<file path="src/rtl/io_bus_ctrl.sv">
// -----------------------------------------------------------------------------
// io_bus_ctrl
//
// Memory-mapped I/O block that sits beside data RAM on the CPU bus.
//   9'h140  switches  read-only   {8'h00, sw_stable}
//   9'h100  LEDs      read/write  {8'h00, ledr}
//   9'h141  status    read-only   {14'h0, busy, chg}   (only with IO_STATUS_EN)
// All other addresses are not handled here, so io_en stays low for them.
//
// Reads are purely combinational: io_en and read_data are valid in the same
// cycle as the read command. Writes take effect at the clock edge.
//
// The slide switches are synchronised by two flops and then debounced. A new
// switch value is accepted only after it has held for DEBOUNCE_CYCLES cycles.
//
// Optional feature (compile-time macro IO_STATUS_EN):
//   Maps the status register at 9'h141. busy is high while a candidate value
//   is being timed. chg is a sticky flag that is set when a new switch value
//   is accepted. A status read clears chg at that edge, but an acceptance on
//   the same edge wins, so the flag stays set.
//
// Ports
//   clk         in   1   single clock, rising edge
//   reset       in   1   synchronous, active-high
//   mem_cmd     in   2   2'b00 write, 2'b01 read, others no-op
//   mem_addr    in   9   bus address, bit 8 = I/O space
//   write_data  in  16   store data; only [7:0] is used (LED register)
//   sw_in       in   8   raw asynchronous slide switches
//   read_data   out 16   read value, 16'h0000 when io_en is low
//   io_en       out  1   current read hits a mapped I/O register
//   ledr        out  8   LED register
// -----------------------------------------------------------------------------
module io_bus_ctrl #(
    parameter int DEBOUNCE_CYCLES = 4
) (
    input  logic        clk,
    input  logic        reset,
    input  logic [1:0]  mem_cmd,
    input  logic [8:0]  mem_addr,
    input  logic [15:0] write_data,
    input  logic [7:0]  sw_in,
    output logic [15:0] read_data,
    output logic        io_en,
    output logic [7:0]  ledr
);

    localparam logic [1:0]  CMD_WR   = 2'b00;
    localparam logic [1:0]  CMD_RD   = 2'b01;
    localparam logic [8:0]  ADDR_LED = 9'h100;
    localparam logic [8:0]  ADDR_SW  = 9'h140;
`ifdef IO_STATUS_EN
    localparam logic [8:0]  ADDR_STAT = 9'h141;
`endif
    localparam logic [19:0] C_DB     = 20'(DEBOUNCE_CYCLES);

    typedef enum logic {
        S_IDLE  = 1'b0,
        S_COUNT = 1'b1
    } state_t;

    state_t      r_state;
    state_t      w_state_next;
    logic [7:0]  r_sync1;
    logic [7:0]  r_sync2;      // sw_sync
    logic [7:0]  r_cand;
    logic [7:0]  w_cand_next;
    logic [7:0]  r_stable;
    logic [19:0] r_cnt;
    logic [19:0] w_cnt_next;
    logic        w_accept;
    logic [7:0]  r_led;
    logic        w_led_wr;

    // The upper store byte has no destination; only the LED byte is kept.
    logic [7:0]  w_unused_wdata;
    assign w_unused_wdata = write_data[15:8];

    assign w_led_wr = (mem_cmd == CMD_WR) && (mem_addr == ADDR_LED);
    assign ledr     = r_led;

    // -------------------------------------------------------------------------
    // Synchroniser, debounce state and LED register.
    // The 8 switch bits are synchronised independently. A skewed multi-bit
    // change only shows up as a short-lived candidate, and the debounce logic
    // restarts on it, so no coherent-capture scheme is needed.
    // -------------------------------------------------------------------------
    always_ff @(posedge clk) begin
        if (reset) begin
            r_sync1  <= 8'h00;
            r_sync2  <= 8'h00;
            r_state  <= S_IDLE;
            r_cand   <= 8'h00;
            r_cnt    <= 20'd0;
            r_stable <= 8'h00;
            r_led    <= 8'h00;
        end else begin
            r_sync1 <= sw_in;
            r_sync2 <= r_sync1;
            r_state <= w_state_next;
            r_cand  <= w_cand_next;
            r_cnt   <= w_cnt_next;
            if (w_accept) begin
                r_stable <= r_cand;
            end
            if (w_led_wr) begin
                r_led <= write_data[7:0];
            end
        end
    end

    // -------------------------------------------------------------------------
    // Debounce next-state logic.
    // In COUNT the checks run in this order:
    //   1. A return to the stable value cancels the candidate.
    //   2. A third value restarts timing on that value.
    //   3. Otherwise the candidate is accepted once it has held for the
    //      full period, or the count advances by one.
    // The count stops at the accept threshold, so it cannot wrap.
    // -------------------------------------------------------------------------
    always_comb begin
        w_state_next = r_state;
        w_cand_next  = r_cand;
        w_cnt_next   = r_cnt;
        w_accept     = 1'b0;
        case (r_state)
            S_IDLE: begin
                if (r_sync2 != r_stable) begin
                    w_state_next = S_COUNT;
                    w_cand_next  = r_sync2;
                    w_cnt_next   = 20'd1;
                end else begin
                    w_cnt_next   = 20'd0;
                end
            end
            S_COUNT: begin
                if (r_sync2 == r_stable) begin
                    w_state_next = S_IDLE;
                    w_cnt_next   = 20'd0;
                end else if (r_sync2 != r_cand) begin
                    w_cand_next  = r_sync2;
                    w_cnt_next   = 20'd1;
                end else if (r_cnt >= C_DB) begin
                    w_accept     = 1'b1;
                    w_state_next = S_IDLE;
                    w_cnt_next   = 20'd0;
                end else begin
                    w_cnt_next   = r_cnt + 20'd1;
                end
            end
            default: begin
                w_state_next = S_IDLE;
                w_cnt_next   = 20'd0;
            end
        endcase
    end

`ifdef IO_STATUS_EN
    // -------------------------------------------------------------------------
    // Sticky change flag. An acceptance has priority over the clear that a
    // status read performs on the same edge.
    // -------------------------------------------------------------------------
    logic r_chg;
    logic w_stat_rd;

    assign w_stat_rd = (mem_cmd == CMD_RD) && (mem_addr == ADDR_STAT);

    always_ff @(posedge clk) begin
        if (reset) begin
            r_chg <= 1'b0;
        end else if (w_accept) begin
            r_chg <= 1'b1;
        end else if (w_stat_rd) begin
            r_chg <= 1'b0;
        end
    end
`endif

    // -------------------------------------------------------------------------
    // Combinational read decode.
    // -------------------------------------------------------------------------
    always_comb begin
        io_en     = 1'b0;
        read_data = 16'h0000;
        if (mem_cmd == CMD_RD) begin
            case (mem_addr)
                ADDR_SW: begin
                    io_en     = 1'b1;
                    read_data = {8'h00, r_stable};
                end
                ADDR_LED: begin
                    io_en     = 1'b1;
                    read_data = {8'h00, r_led};
                end
`ifdef IO_STATUS_EN
                ADDR_STAT: begin
                    io_en     = 1'b1;
                    read_data = {14'h0000, (r_state == S_COUNT), r_chg};
                end
`endif
                default: begin
                    io_en     = 1'b0;
                    read_data = 16'h0000;
                end
            endcase
        end
    end

endmodule
</file>
<file path="config.mk">
export PLATFORM = sky130hd
export DESIGN_NAME = io_bus_ctrl
export DESIGN_NICKNAME = d
export VERILOG_FILES = /design/src/rtl/io_bus_ctrl.sv
export SDC_FILE = /design/constraint.sdc
export NUM_CORES = 1
export LEC_CHECK = 0
export CAP_MARGIN = 20
export CORE_UTILIZATION = 35
export CTS_BUF_LIST = sky130_fd_sc_hd__clkbuf_16
export CTS_CLUSTER_SIZE = 40
export DETAILED_ROUTE_END_ITERATION = 7
export REMOVE_ABC_BUFFERS = 1
export SLEW_MARGIN = 0
export SYNTH_ARGS = -nofsm -noshare
export SYNTH_HDL_FRONTEND = slang
export SYNTH_SLANG_ARGS = --single-unit
</file>
<file path="constraint.sdc">
create_clock -name clk -period 3.2 [get_ports clk]
set_clock_uncertainty 0.2 [all_clocks]
set_input_delay 0.8 -clock clk [delete_from_list [all_inputs] [get_ports clk]]
set_output_delay 0.8 -clock clk [all_outputs]
set_load 0.005 [all_outputs]
</file>
==> flow_summary.json <==
{
  "crit_end": "read_data[3]",
  "routed_wirelength_um": 4760,
  "cts-root-buf": "clkbuf_16",
  "r2r_end": "r_stable[7]",
  "ant_nets": 0,
  "synth-simple-area-share_pct": 21.5,
  "pin_count": 62,
  "tns_ns": 0,
  "firstDrtPassIters": 4,
  "end_kind": "primary output",
  "yosys.area_share.adder_pct": 1.07,
  "clockBufferDepth": 2,
  "synth_edf_count": 0,
  "globalRouteTotalUtil_pct": 15.3,
  "rsz0062_at_grt": "yes",
  "dp_cells": 373,
  "rows": 29,
  "reg2regPathDepth": 5,
  "fin_crit_ns": 3.16,
  "reg2reg_slack_ns": 1.06,
  "max-vdd-ir-drop_v": 0.000366,
  "synth_commonest_cells": "dfxtp_1, a21oi_1, nand3_1",
  "synth-xor-area-share_pct": 6.38,
  "r2r_start": "r_sync2[0]",
  "status": "complete, no violations",
  "fin_nets": 354,
  "cp.required_ns": 2.20,
  "final-seq-area_um2": 1220,
  "multi_input_area_um2": 1100,
  "synth-main-ff-cell": "dfxtp_1",
  "start_kind": "input pin",
  "p_per_area_nw_per_um2": 564,
  "cp_max_fo": 6,
  "n_fill_cell": 615,
  "finalNonFillerCells": 397,
  "yosys_warnings": 0,
  "syn2layout_area_growth_pct": 39.1,
  "worst_pin_slew_ns": 0.853,
  "hold_violations": 0,
  "synth_top_family_by_area": "simple AND/OR/NAND/NOR gates",
  "drcViolationCount": 0,
  "grt_max_degree": 33,
  "coreArea_um2": 6390,
  "hold_path_class": "flop to flop",
  "synth_cell_types": 31,
  "die_y_um": 83.7,
  "place.gp.congestion": 0.734,
  "antenna_cells": 0,
  "p_leak_uw": 0.00129,
  "netlist.area_leader.share_pct": 52.3,
  "path_clk_slew_ns": 0.05,
  "cts.sinks": 61,
  "slew_violations": 0,
  "crit_type": "input pin to primary output",
  "whs_ns": 0.234,
  "grt_first_pass_wirelength_um": 8400,
  "p_total_uw": 1830,
  "max_freq_ghz": 0.316,
  "critPathLaunch": "mem_addr[8]",
  "syn_avg_cell_area_um2": 9.56,
  "dieArea_um2": 7000,
  "drv_cap": 0,
  "drive_gt1_share_pct": 15.0,
  "initial_utilization_pct": 36.5,
  "antenna_found_initial": 0,
  "routedWlPerCell_um": 12.0,
  "drt_iter0_markers": 71,
  "yosysSeqAreaShare_pct": 52.3,
  "finalSetupViolCount": 0,
  "crit_arrival_ns": 2.16,
  "synth-compound-area-share_pct": 12.4,
  "synth.area.top_cells": "dfxtp_1, a21oi_1, nor2b_1",
  "vias": 1860,
  "vias_per_cell": 4.69,
  "yosys_register_bits": 61,
  "cts_buffers": 9,
  "hpwl_um": 3090,
  "insertion_delay_ns": 0.32,
  "slew-limit-headroom_pct": 42.8,
  "tritoncts": "built",
  "async_flop_share_pct": 0,
  "synth_largest_area_cell": "dfxtp_1",
  "finalCritPeriodShare_pct": 98.8,
  "whs_path_depth": 1,
  "syn-cell-area_um2": 2330,
  "port_buffers": 45,
  "overflow": 0,
  "htreeDepth": 3,
  "die_w_um": 83.7,
  "synth.most_common_cell": "dfxtp_1",
  "first_global_vias": 1867,
  "postCtsHoldBufs": 0,
  "syn_inst": 244,
  "synth_mux_area_share_pct": 0
}
-- per-stage QoR --
stage | worst slack, ns | cell area (µm²) | utilization, %
floorplan | 0.293 | 2290 | -
global placement | -0.529 | 2900 | 45.4
detailed placement | -0.540 | 2900 | 45.4
CTS | -0.0191 | 3240 | 50.7
global route | -0.0478 | 3250 | 50.8
finish | 0.0380 | 3250 | 50.8
-- critical path, stage by stage --
cell	delay [ns]
dlygate4sd2_1	0.22
nor4b_2	0.14
buf_4	0.13
and3b_2	0.22
bufbuf_16	0.27
a22oi_1	0.19
nor2_1	0.05
buf_2	0.14
-- cells in the final DEF, fill, tap and decap left out, drive strengths merged, types with 3 or more instances in the layout --
cell type | Yosys | layout
nor2b | 16 | 16
nor2 | 12 | 12
dfxtp | 61 | 61
nand3 | 17 | 17
conb | 1 | 25
xnor2 | 9 | 9
o31ai | 8 | 8
a21oi | 26 | 26
xor2 | 8 | 8
o21ai | 8 | 8
nor4 | 8 | 8
nand4 | 9 | 9
nand2 | 14 | 14
dlygate4sd2 | 0 | 5
buf | 15 | 21
inv | 3 | 5
a22oi | 8 | 8
clkinv | 0 | 3
clkbuf | 8 | 10
clkdlybuf4s50 | 0 | 28
-- where the power goes --
part	leakage [µW]	internal [µW]	total, µW	switching (µW)
clock	0.000145	589	902	313
combinational	0.000642	56.9	126	69.1
sequential	0.000502	790	804	14.0
total	0.00129	1440	1830	396
-- registers in the layout, summed over array words and instances (netlist names) --
register and cells:
ledr 8, r_cand 8, r_cnt 20, r_stable 8, r_state 1, r_sync1 8
r_sync2 8
-- metal layers --
| metal | vias to the layer above | wire length, µm | GRT usage [%] |
|---|---|---|---|
| li1 | 966 | - | - |
| met1 | 819 | 2280 | 18.3 |
| met2 | 63 | 2060 | 24.2 |
| met3 | 12 | 273 | 3.86 |
| met4 | 0 | 139 | 10.5 |
| met5 | - | 0 | 0 |
-- kinds of logic after synthesis --
logic type | Yosys count
AO/OA/AOI/OAI | 50
XOR/XNOR | 17
adder cells (fa/ha/maj) | 2
buffers and inverters | 26
flip-flops | 61
other | 1
AND/OR/NAND/NOR | 87
-- timing repair --
item                                    4_1_cts  5_1_grt
setup buffers                                 7        1
pin swaps                                     4        7
endpoints found under the setup margin        9        9
gates cloned                                  1        0
resized for setup                            45        8
-- worst min-delay path by stage --
stage / startpoint / to
final: r_sync1[7] / r_sync2[7]
after global routing: r_sync1[7] / r_sync2[7]
after CTS: r_sync1[7] / r_sync2[7]
after detailed placement: r_sync1[3] / r_sync2[3]
after global placement: r_sync1[6] / r_sync2[6]
after floorplan: r_sync1[0] / r_sync2[0]
-- area by class of cell --
cell class	instances	share of cell area, %
Timing Repair Buffer	59	16.5
Tap cell	77	2.97
Clock inverter	7	1.81
Multi-Input combinational cell	181	33.8
Sequential cell	61	37.6
Clock buffer	9	6.94
Inverter	3	0.347
Power figures use the tool's default switching activity.
